<file path="src/rtl/alu_sys_pkg.sv">
// Shared constants and FSM encoding for the ALU result serializer slice.
package alu_sys_pkg;

    localparam int ALU_OUT_W      = 16;
    localparam int BYTE_W         = 8;
    localparam int BYTES_PER_WORD = ALU_OUT_W / BYTE_W;

    localparam logic [7:0] SER_HDR = 8'hA5;

    typedef enum logic [1:0] {
        ST_IDLE = 2'd0,
        ST_HDR  = 2'd1,
        ST_SEND = 2'd2
    } ser_state_e;

endpackage

</file>
<file path="src/rtl/alu_result_serializer_if.sv">
// Result-in / byte-out bundle of the serializer; master is the ALU/sink side, slave the serializer.
interface alu_result_serializer_if
    import alu_sys_pkg::*;
#(
    parameter int DATA_WIDTH = ALU_OUT_W,
    parameter int FIFO_DEPTH = 4
);

    logic [DATA_WIDTH-1:0]          IN_DATA;
    logic                           IN_VALID;
    logic [BYTE_W-1:0]              TX_DATA;
    logic                           TX_VALID;
    logic                           TX_READY;
    logic                           OVERFLOW;
    logic                           CLR_OVF;
    logic [$clog2(FIFO_DEPTH):0]    FIFO_COUNT;
    logic                           BUSY;

    modport master (
        output IN_DATA, IN_VALID, TX_READY, CLR_OVF,
        input  TX_DATA, TX_VALID, OVERFLOW, FIFO_COUNT, BUSY
    );

    modport slave (
        input  IN_DATA, IN_VALID, TX_READY, CLR_OVF,
        output TX_DATA, TX_VALID, OVERFLOW, FIFO_COUNT, BUSY
    );

endinterface

</file>
<file path="src/rtl/alu_res_fifo.sv">
// Synchronous result FIFO; pointers carry an extra MSB so full/empty fall out of their difference.
module alu_res_fifo
    import alu_sys_pkg::*;
#(
    parameter int DATA_WIDTH = ALU_OUT_W,
    parameter int FIFO_DEPTH = 4
) (
    input  logic                          CLK,
    input  logic                          RST,
    input  logic                          wr_en,
    input  logic [DATA_WIDTH-1:0]         wr_data,
    input  logic                          rd_en,
    output logic [DATA_WIDTH-1:0]         rd_data,
    output logic                          full,
    output logic                          empty,
    output logic [$clog2(FIFO_DEPTH):0]   count
);

    localparam int AW = $clog2(FIFO_DEPTH);
    localparam int PW = AW + 1;

    logic [DATA_WIDTH-1:0] mem_r [FIFO_DEPTH];
    logic [PW-1:0]         wr_ptr_r;
    logic [PW-1:0]         rd_ptr_r;

    // Read/write pointers, cleared by reset.
    always_ff @(posedge CLK or negedge RST) begin
        if (!RST) begin
            wr_ptr_r <= PW'(0);
            rd_ptr_r <= PW'(0);
        end else begin
            if (wr_en) begin
                wr_ptr_r <= wr_ptr_r + PW'(1);
            end else begin
                wr_ptr_r <= wr_ptr_r;
            end
            if (rd_en) begin
                rd_ptr_r <= rd_ptr_r + PW'(1);
            end else begin
                rd_ptr_r <= rd_ptr_r;
            end
        end
    end

    // Storage array; a write to a full FIFO lands in the slot being read out this same edge.
    always_ff @(posedge CLK) begin
        if (wr_en) begin
            mem_r[wr_ptr_r[AW-1:0]] <= wr_data;
        end
    end

    assign rd_data = mem_r[rd_ptr_r[AW-1:0]];
    assign count   = wr_ptr_r - rd_ptr_r;
    assign full    = (count == PW'(FIFO_DEPTH));
    assign empty   = (count == PW'(0));

endmodule

</file>
<file path="src/rtl/alu_result_serializer.sv">
// Buffers ALU results and streams them LSB byte first over valid/ready.
// Define ALU_SER_HDR_EN to prefix every frame with the HDR_BYTE header.
module alu_result_serializer
    import alu_sys_pkg::*;
#(
    parameter int DATA_WIDTH = ALU_OUT_W,
    parameter int FIFO_DEPTH = 4
`ifdef ALU_SER_HDR_EN
    ,
    parameter logic [BYTE_W-1:0] HDR_BYTE = SER_HDR
`endif
) (
    input  logic                     CLK,
    input  logic                     RST,
    alu_result_serializer_if.slave   bus
);

    localparam int NBYTES = DATA_WIDTH / BYTE_W;
    localparam int BC_W   = (NBYTES > 1) ? $clog2(NBYTES) : 1;
    localparam int CNT_W  = $clog2(FIFO_DEPTH) + 1;
    localparam logic [BC_W-1:0] LAST_BC = BC_W'(NBYTES - 1);
`ifdef ALU_SER_HDR_EN
    localparam ser_state_e LOAD_ST = ST_HDR;
`else
    localparam ser_state_e LOAD_ST = ST_SEND;
`endif

    ser_state_e            state_r;
    ser_state_e            state_nxt_s;
    logic [DATA_WIDTH-1:0] shift_r;
    logic [DATA_WIDTH-1:0] shift_nxt_s;
    logic [BC_W-1:0]       byte_cnt_r;
    logic [BC_W-1:0]       byte_cnt_nxt_s;
    logic [BYTE_W-1:0]     tx_data_r;
    logic [BYTE_W-1:0]     tx_data_nxt_s;
    logic                  tx_valid_r;
    logic                  tx_valid_nxt_s;
    logic                  ovf_r;

    logic                  xfer_s;
    logic                  last_byte_s;
    logic                  pop_s;
    logic                  push_s;
    logic                  drop_s;
    logic [DATA_WIDTH-1:0] fifo_rd_data_s;
    logic                  fifo_full_s;
    logic                  fifo_empty_s;
    logic [CNT_W-1:0]      fifo_count_s;

    assign xfer_s      = tx_valid_r && bus.TX_READY;
    assign last_byte_s = (byte_cnt_r == LAST_BC);
    // A pop on this edge frees a slot, so a write to a full FIFO still succeeds.
    assign push_s      = bus.IN_VALID && (!fifo_full_s || pop_s);
    assign drop_s      = bus.IN_VALID && fifo_full_s && !pop_s;

    alu_res_fifo #(
        .DATA_WIDTH (DATA_WIDTH),
        .FIFO_DEPTH (FIFO_DEPTH)
    ) u_fifo (
        .CLK     (CLK),
        .RST     (RST),
        .wr_en   (push_s),
        .wr_data (bus.IN_DATA),
        .rd_en   (pop_s),
        .rd_data (fifo_rd_data_s),
        .full    (fifo_full_s),
        .empty   (fifo_empty_s),
        .count   (fifo_count_s)
    );

    // FSM state register.
    always_ff @(posedge CLK or negedge RST) begin
        if (!RST) begin
            state_r <= ST_IDLE;
        end else begin
            state_r <= state_nxt_s;
        end
    end

    // FSM next-state logic.
    always_comb begin
        state_nxt_s = state_r;
        case (state_r)
            ST_IDLE: begin
                if (!fifo_empty_s) begin
                    state_nxt_s = LOAD_ST;
                end else begin
                    state_nxt_s = ST_IDLE;
                end
            end
`ifdef ALU_SER_HDR_EN
            ST_HDR: begin
                if (xfer_s) begin
                    state_nxt_s = ST_SEND;
                end else begin
                    state_nxt_s = ST_HDR;
                end
            end
`endif
            ST_SEND: begin
                if (xfer_s && last_byte_s) begin
                    state_nxt_s = fifo_empty_s ? ST_IDLE : LOAD_ST;
                end else begin
                    state_nxt_s = ST_SEND;
                end
            end
            default: state_nxt_s = ST_IDLE;
        endcase
    end

    // FSM outputs: FIFO pop and next values of the byte shifter and TX registers.
    always_comb begin
        pop_s          = 1'b0;
        tx_data_nxt_s  = tx_data_r;
        tx_valid_nxt_s = tx_valid_r;
        shift_nxt_s    = shift_r;
        byte_cnt_nxt_s = byte_cnt_r;
        case (state_r)
            ST_IDLE: begin
                pop_s = !fifo_empty_s;
            end
`ifdef ALU_SER_HDR_EN
            ST_HDR: begin
                if (xfer_s) begin
                    tx_data_nxt_s = shift_r[BYTE_W-1:0];
                    shift_nxt_s   = shift_r >> BYTE_W;
                end else begin
                    tx_data_nxt_s = tx_data_r;
                end
            end
`endif
            ST_SEND: begin
                if (xfer_s && !last_byte_s) begin
                    tx_data_nxt_s  = shift_r[BYTE_W-1:0];
                    shift_nxt_s    = shift_r >> BYTE_W;
                    byte_cnt_nxt_s = byte_cnt_r + BC_W'(1);
                end else if (xfer_s) begin
                    pop_s          = !fifo_empty_s;
                    tx_valid_nxt_s = 1'b0;
                end else begin
                    pop_s = 1'b0;
                end
            end
            default: begin
                tx_valid_nxt_s = 1'b0;
            end
        endcase
        // Loading a fresh word overrides the end-of-frame drop, giving back-to-back frames.
        if (pop_s) begin
            tx_valid_nxt_s = 1'b1;
            byte_cnt_nxt_s = BC_W'(0);
`ifdef ALU_SER_HDR_EN
            tx_data_nxt_s  = HDR_BYTE;
            shift_nxt_s    = fifo_rd_data_s;
`else
            tx_data_nxt_s  = fifo_rd_data_s[BYTE_W-1:0];
            shift_nxt_s    = fifo_rd_data_s >> BYTE_W;
`endif
        end else begin
            byte_cnt_nxt_s = byte_cnt_nxt_s;
        end
    end

    // Byte shifter and registered TX outputs.
    always_ff @(posedge CLK or negedge RST) begin
        if (!RST) begin
            shift_r    <= {DATA_WIDTH{1'b0}};
            byte_cnt_r <= BC_W'(0);
            tx_data_r  <= {BYTE_W{1'b0}};
            tx_valid_r <= 1'b0;
        end else begin
            shift_r    <= shift_nxt_s;
            byte_cnt_r <= byte_cnt_nxt_s;
            tx_data_r  <= tx_data_nxt_s;
            tx_valid_r <= tx_valid_nxt_s;
        end
    end

    // Sticky overflow flag; a new drop beats a simultaneous clear.
    always_ff @(posedge CLK or negedge RST) begin
        if (!RST) begin
            ovf_r <= 1'b0;
        end else if (drop_s) begin
            ovf_r <= 1'b1;
        end else if (bus.CLR_OVF) begin
            ovf_r <= 1'b0;
        end else begin
            ovf_r <= ovf_r;
        end
    end

    assign bus.TX_DATA    = tx_data_r;
    assign bus.TX_VALID   = tx_valid_r;
    assign bus.OVERFLOW   = ovf_r;
    assign bus.FIFO_COUNT = fifo_count_s;
    assign bus.BUSY       = (state_r != ST_IDLE) || (fifo_count_s != CNT_W'(0));

endmodule

</file>
<file path="src/flat_wrapper.sv">
// flat-port wrapper written by rule: the top's interface ports become plain ports
module alu_result_serializer_flat import alu_sys_pkg::*;
#(
    parameter int DATA_WIDTH = ALU_OUT_W,
    parameter int FIFO_DEPTH = 4

)
  (CLK, RST, bus_IN_DATA, bus_IN_VALID, bus_TX_READY, bus_CLR_OVF, bus_TX_DATA, bus_TX_VALID, bus_OVERFLOW, bus_FIFO_COUNT, bus_BUSY);
  alu_result_serializer_if #(.DATA_WIDTH(DATA_WIDTH), .FIFO_DEPTH(FIFO_DEPTH)) bus_i ();
  input  logic CLK;
  input  logic RST;
  input wire logic [$bits(bus_i.IN_DATA)-1:0] bus_IN_DATA;
  input wire logic [$bits(bus_i.IN_VALID)-1:0] bus_IN_VALID;
  input wire logic [$bits(bus_i.TX_READY)-1:0] bus_TX_READY;
  input wire logic [$bits(bus_i.CLR_OVF)-1:0] bus_CLR_OVF;
  output wire logic [$bits(bus_i.TX_DATA)-1:0] bus_TX_DATA;
  output wire logic [$bits(bus_i.TX_VALID)-1:0] bus_TX_VALID;
  output wire logic [$bits(bus_i.OVERFLOW)-1:0] bus_OVERFLOW;
  output wire logic [$bits(bus_i.FIFO_COUNT)-1:0] bus_FIFO_COUNT;
  output wire logic [$bits(bus_i.BUSY)-1:0] bus_BUSY;
  assign bus_i.IN_DATA = bus_IN_DATA;
  assign bus_i.IN_VALID = bus_IN_VALID;
  assign bus_i.TX_READY = bus_TX_READY;
  assign bus_i.CLR_OVF = bus_CLR_OVF;
  assign bus_TX_DATA = bus_i.TX_DATA;
  assign bus_TX_VALID = bus_i.TX_VALID;
  assign bus_OVERFLOW = bus_i.OVERFLOW;
  assign bus_FIFO_COUNT = bus_i.FIFO_COUNT;
  assign bus_BUSY = bus_i.BUSY;
  alu_result_serializer #(.DATA_WIDTH(DATA_WIDTH), .FIFO_DEPTH(FIFO_DEPTH)) u_core (.CLK(CLK), .RST(RST), .bus(bus_i));
endmodule
</file>
<file path="config.mk">
export PLATFORM = sky130hd
export DESIGN_NAME = alu_result_serializer_flat
export DESIGN_NICKNAME = d
export VERILOG_FILES = /design/src/rtl/alu_sys_pkg.sv /design/src/rtl/alu_result_serializer_if.sv /design/src/rtl/alu_res_fifo.sv /design/src/rtl/alu_result_serializer.sv /design/src/flat_wrapper.sv
export SDC_FILE = /design/constraint.sdc
export NUM_CORES = 1
export LEC_CHECK = 0
export CORE_MARGIN = 5
export CORE_UTILIZATION = 40
export DETAILED_ROUTE_END_ITERATION = 7
export PLACE_DENSITY = 0.61
export SLEW_MARGIN = 15
export SYNTH_ARGS = -nofsm -noshare
export SYNTH_HDL_FRONTEND = slang
export SYNTH_SLANG_ARGS = --single-unit
</file>
<file path="constraint.sdc">
create_clock -name CLK -period 3.1 [get_ports CLK]
set_input_delay 0.465 -clock CLK [delete_from_list [all_inputs] [get_ports CLK]]
set_output_delay 0.465 -clock CLK [all_outputs]
set_load 0.03 [all_outputs]
</file>
==> impl_metrics.toml, run 1 <==
[setup_path]
cpMostUsedCell = "inv_1"
cp_num_buf_inv = 3
crit_arrival_ns = 2.37
r2r_slack_ns = 0.50
end_kind = "output port"
slowest_stage = "clkdlybuf4s50_1"
critical_path.cell_chain = "inv_1, ha_1, fa_1, inv_1, clkdlybuf4s50_1"
r2r_end = "u_core.u_fifo.mem_r[1][8]"
max_stage_delay_ns = 0.67
r2r_cells = 7
timing_worst_setup_path_type = "flip-flop to output port"
startpoint_type = "flip-flop"
timing.rr.start = "u_core.u_fifo.wr_ptr_r[0]"
crit_fanout = 4
crit_required_ns = 2.63
critical-path-top-delay-family = "buffers and inverters"

[grt]
grt_pass1_vias = 2272
grt_pass1_wl_um = 12300
grt_max_degree = 27
grt_util_all_layers_pct = 14.2
antenna_found_initial = 0
grt_overflow = 0

[clocking]
clk_latency_ns = 0.36
clk_path_buf_depth = 2
cts_root_buffer = "clkbuf_8"
cts_buffers = 9
path_clk_slew_ns = 0.10
clkSinkCount = 90
postCtsHoldBufs = 0
cts_setup_buffers = 0
tritoncts = "built"
htree_levels = 3
cts_resized = 0

[cells_and_area]
fin_nets = 308
drive_above_1_share_pct = 17.9
num_antenna_cells = 0
final_area_mm2 = 0.00455
syn_to_final_growth_pct = 18.8

[power_and_ir_drop]
p_clk_share_pct = 17.1
swShare_pct = 39.8
finalPower_mw = 4.91
intPower_mw = 2.96
p_switching_mw = 1.95
pwr-share-seq_pct = 37.5
ir_drop_mv = 0.857
p_leak_nw = 1.62
power.share.combinational_pct = 45.4
power-per-cell-area_mw_per_mm2 = 1080

[run]
maxCapViolations = 0

[synthesis]
synth.largest_area_cell = "edfxtp_1"
synth_top_area_share_pct = 50.1
ys.flop_type = "edfxtp_1"
synth_area_per_cell_um2 = 16.1
synth_seq_cells = 90
synthesis.area_mm2 = 0.00383
synth-edff-count = 64
ys.warnings.count = 0
netlist_instances = 238
async_flop_share_pct = 28.9
yosysSeqAreaShare_pct = 67.1
ys_top_cells_by_area = "edfxtp_1, dfrtp_1, mux4_2"
synth_cell_types = 35
syn_nets = 266

[floorplanning]
die_h_um = 108
die-area_mm2 = 0.0116
core_area_mm2 = 0.00928
die_x_um = 108
pin_count = 35
start_util_pct = 41.3
rows = 35

[timing]
max-slew-margin-rel_pct = 64.1
tightest_slew_ns = 0.536
setup_viol = 0
hold_violations = 0
layout_min_cycle_time_ns = 2.84
max_freq_ghz = 0.353
setup_slack_ns = 0.264
post-route-period-util_pct = 91.5
slew_violations = 0
whs_ns = 0.472
setup-tns-final_ns = 0
rsz0062_at_grt = "false"
fin_worst_skew_ns = 0.0108

[route]
drtIter0Drc = 77
drc = 0
avgViaCountPerCell = 5.27
antenna_left = 0
post_drt_wl_per_cell_um = 18.3
first_pass_iters = 4
vias = 2180
finalWirelength_um = 7580

[placement]
io_buffers = 34
dp_slack_ns = 0.566
place_congestion = 0.819
dp.final_hpwl_um = 5050
dpl_cell_area_mm2 = 0.00434

[min_path]
min_path_type = "input port to async pin"

[outcome]
status = "finished clean"
==> worst max path at each step <==
| stage | startpoint | cells past startpoint | end |
|---|---|---|---|
| after detailed placement | u_core.u_fifo.wr_ptr_r[0] | 7 | u_core.u_fifo.mem_r[2][11] |
| after floorplan | u_core.u_fifo.wr_ptr_r[0] | 7 | u_core.u_fifo.mem_r[3][0] |
| after global placement | u_core.u_fifo.wr_ptr_r[0] | 7 | u_core.u_fifo.mem_r[2][11] |
| final | u_core.u_fifo.wr_ptr_r[0] | 5 | bus_FIFO_COUNT[1] |
| after CTS | u_core.u_fifo.wr_ptr_r[0] | 5 | bus_FIFO_COUNT[1] |
| after global routing | u_core.u_fifo.wr_ptr_r[0] | 5 | bus_FIFO_COUNT[1] |
==> cell usage in the layout, fill, tap and decap left out, types with 2 or more instances in the layout <==
cell type,n
a211oi_1,16
a22o_1,2
and3_1,4
buf_4,14
clkbuf_8,9
clkdlybuf4s50_1,32
dfrtp_1,26
edfxtp_1,64
ha_1,6
inv_1,15
inv_6,3
inv_8,2
mux4_2,16
nand2_1,22
nor2_1,3
nor3_1,11
o221ai_1,9
o311ai_0,8
o31ai_1,2
xnor2_1,4
==> power groups by stage <==
stage          logic, mW  clock network (mW)  registers, mW
2_1_floorplan       1.51                   0           1.93
3_3_place_gp        2.22                   0           1.86
3_5_place_dp        2.25                   0           1.87
4_1_cts             2.26               0.868           1.84
5_1_grt             2.43               0.915           1.88
6_report            2.23               0.837           1.84
==> final cells by class <==
class,count,area (um2)
inverters,15,56.3
well taps,129,161
flip-flops and latches,90,2570
fillers,809,4730
repair buffers,46,425
multi-input cells,118,1120
clock buffers,9,124
clock inverters,7,87.6
==> registers in the layout (all words and copies together) (netlist names) <==
signal / flops
u_core.u_fifo.wr_ptr_r: 3
u_core.bus.OVERFLOW: 1
u_core.bus.TX_DATA: 8
u_core.u_fifo.rd_ptr_r: 3
u_core.byte_cnt_r: 1
u_core.bus.TX_VALID: 1
u_core.state_r: 1
u_core.shift_r: 8
u_core.u_fifo.mem_r: 64
==> Yosys cell counts, types with 4 or more instances <==
library cell and count:
mux4_2 16, nand2_1 22, ha_1 6, o221ai_1 9, dfrtp_1 26, o311ai_0 8
nor3_1 11, xnor2_1 4, inv_1 15, a211oi_1 16, edfxtp_1 64, clkbuf_1 5
and3_1 4
==> routing by layer <==
layer  GRT usage [%]  wire length [um]
met5               0                 0
met4            5.32                93
met3            3.84               357
met2            21.4              3570
met1            19.6              3560
==> cells by family (layout without fill, tap and decap cells) <==
logic type                 count (synthesis)  count (layout)  share of synthesized area [%]
xor gates and xnor gates                   6               6                           1.76
DFF                                       90              90                           67.1
muxes                                     18              18                           10.1
adders and majority gates                  7               7                           2.48
buffers and inverters                     30              77                           3.53
AOI/OAI and AO/OA                         43              43                           9.76
and+or+nand+nor                           44              44                           5.26
==> metrics by stage <==
step,utilization [%],cells
floorplan,-,238
global placement,46.8,398
detailed placement,46.8,398
CTS,49.0,414
global route,49.0,414
finish,49.0,414
(Power assumes the default switching activity.)
==> run 2: changes to the inputs <==
--- a/config.mk
+++ b/config.mk
@@ -5,11 +5,12 @@
 export SDC_FILE = /design/constraint.sdc
 export NUM_CORES = 1
 export LEC_CHECK = 0
+export ABC_AREA = 1
 export CORE_MARGIN = 5
 export CORE_UTILIZATION = 40
 export DETAILED_ROUTE_END_ITERATION = 7
-export PLACE_DENSITY = 0.61
-export SLEW_MARGIN = 15
+export PLACE_DENSITY = 0.56
+export SLEW_MARGIN = 5
 export SYNTH_ARGS = -nofsm -noshare
 export SYNTH_HDL_FRONTEND = slang
 export SYNTH_SLANG_ARGS = --single-unit
==> impl_metrics.toml, run 2 <==
[synthesis]
synth.largest_area_cell = "edfxtp_1"
synth_cell_types = 26
synthesis.area_mm2 = 0.00386
async_flop_share_pct = 28.9
yosysMostFrequentCell = "nand2_1"
ys.flop_type = "edfxtp_1"
netlist_instances = 357
ys.warnings.count = 0
synth_top_cells_by_count = "nand2_1, edfxtp_1, nand3_1"
synth_top_area_share_pct = 49.8
synth_area_per_cell_um2 = 10.8
synth_seq_cells = 90
yosysSeqAreaShare_pct = 66.6
synth-edff-count = 64
ys_top_cells_by_area = "edfxtp_1, dfrtp_1, nand2_1"
syn_nets = 385

[power_and_ir_drop]
power-per-cell-area_mw_per_mm2 = 673
ir_drop_mv = 0.200
p_leak_nw = 1.92

[route]
finalWirelength_um = 7550
avgViaCountPerCell = 4.60
first_pass_iters = 4
post_drt_wl_per_cell_um = 14.2
drc = 0
drtIter0Drc = 157
antenna_left = 0
vias = 2440

[placement]
place_congestion = 0.726
dp.final_hpwl_um = 4830
io_buffers = 34

[timing]
max-slew-margin-rel_pct = 47.9
rsz0062_at_grt = "false"
tightest_slew_ns = 0.781
fin_worst_skew_ns = 0.0113
setup-tns-final_ns = 0
max_freq_ghz = 0.346
slew_violations = 0
whs_ns = 0.468
setup_viol = 0
layout_min_cycle_time_ns = 2.89
hold_violations = 0
post-route-period-util_pct = 93.3

[setup_path]
timing_worst_setup_path_type = "flip-flop to output port"
slowest_stage = "clkdlybuf4s50_1"
critical_path.cell_chain = "inv_1, ha_1, fa_1, inv_1, nand2_2, nand2_1, clkdlybuf4s50_1"
end_kind = "output port"
crit_fanout = 4
crit_arrival_ns = 2.43
crit_required_ns = 2.63
crit_start = "u_core.u_fifo.wr_ptr_r[0]"
cpMostUsedCell = "inv_1"
timing.rr.start = "u_core.u_fifo.wr_ptr_r[0]"
max_stage_delay_ns = 0.69
startpoint_type = "flip-flop"

[clocking]
clkSinkCount = 90
postCtsHoldBufs = 0
htree_levels = 3
cts_setup_buffers = 0
cts_resized = 0
clk_path_buf_depth = 2
cts_root_buffer = "clkbuf_8"
tritoncts = "built"
cts_buffers = 9
clk_latency_ns = 0.36
path_clk_slew_ns = 0.10

[grt]
grt_pass1_wl_um = 12500
grt_overflow = 0
grt_pass1_vias = 2473
grt_max_degree = 35
antenna_found_initial = 0
grt_util_all_layers_pct = 14.1

[floorplanning]
die_h_um = 108
core_area_mm2 = 0.00933
rows = 35
start_util_pct = 41.4
die_x_um = 108
die-area_mm2 = 0.0117
pin_count = 35

[cells_and_area]
final_common_cell = "nand2_1"
largest_reg_flops = 64
drive_above_1_share_pct = 10.7
syn_to_final_growth_pct = 18.1
layout_common_cells = "nand2_1, edfxtp_1, clkdlybuf4s50_1"
num_antenna_cells = 0
fin_nets = 425

[outcome]
status = "finished clean"

[run]
maxCapViolations = 0

[min_path]
min_path_type = "input port to async pin"
==> run 2: cell families (layout without fill, tap and decap cells) <==
| family | count (synthesis) | after routing | synth area share (%) |
|---|---|---|---|
| and+or+nand+nor | 183 | 183 | 20.3 |
| DFF | 90 | 90 | 66.6 |
| buffers and inverters | 44 | 89 | 5.25 |
| AOI/OAI and AO/OA | 30 | 30 | 4.47 |
| adders and majority gates | 7 | 7 | 2.46 |
| xor gates and xnor gates | 3 | 3 | 0.875 |
==> run 2: layout make-up <==
cell class                      count  area [um2]
Fill cell                         857        4770
Sequential cell                    90        2570
Multi-Input combinational cell    223        1090
Timing Repair Buffer               43         405
Tap cell                          129         161
Clock buffer                        9         124
Inverter                           30         113
Clock inverter                      7         100
==> run 2: power by group <==
part,internal (mW),switching (mW)
Combinational,0.215,0.404
Sequential,1.50,0.0527
Clock,0.461,0.431
==> run 2: metrics by stage <==
| step | power, mW | util, % | instance area, um2 | instances | setup WS, ns |
|---|---|---|---|---|---|
| 5_1_grt | 3.24 | 48.9 | 4560 | 531 | 0.0989 |
| 3_3_place_gp | 2.20 | 46.5 | 4340 | 515 | 0.620 |
| 2_1_floorplan | 1.97 | - | 3860 | 357 | 0.321 |
| 4_1_cts | 3.11 | 48.9 | 4560 | 531 | 0.170 |
| 3_5_place_dp | 2.22 | 46.5 | 4340 | 515 | 0.599 |
| 6_report | 3.07 | 48.9 | 4560 | 531 | 0.208 |
==> run 2: path summary, 6_finish.rpt <==
kind / endpoint / slack, ns / cells after the start
worst max-delay path: bus_FIFO_COUNT[2] / 0.21 / 7
max in group asynchronous: u_core.shift_r[1] / 2.36 / 2
worst min-delay path: u_core.bus.OVERFLOW / 0.47 / 2
worst min register to register: u_core.shift_r[4] / 0.50 / 2
min in group CLK: u_core.shift_r[4] / 0.50 / 2
worst max register to register: u_core.u_fifo.mem_r[0][4] / 0.80 / 9
==> run 2: critical path, delay by kind of cell, from the launching register on <==
kind	cells	cell delay, ns
fa+ha+maj	2	0.60
buf+inv	3	0.87
flops	1	0.40
simple gates	2	0.19
==> run 2: layer usage <==
metal  global-route usage, %  part of all wire, %  vias to the layer above
li1                        -                    -                     1255
met1                    19.0                   48                     1135
met2                    22.6                   47                       43
met3                    2.99                  4.0                        7
met4                    5.14                  1.3                        0
met5                       0                    0                        -
==> run 3: changes to the inputs <==
--- a/config.mk
+++ b/config.mk
@@ -14,3 +14,4 @@
 export SYNTH_ARGS = -nofsm -noshare
 export SYNTH_HDL_FRONTEND = slang
 export SYNTH_SLANG_ARGS = --single-unit
+export TNS_END_PERCENT = 5
==> results of run 3 <==
Same layout as run 2: the final DEF is identical, and so are final timing and power.
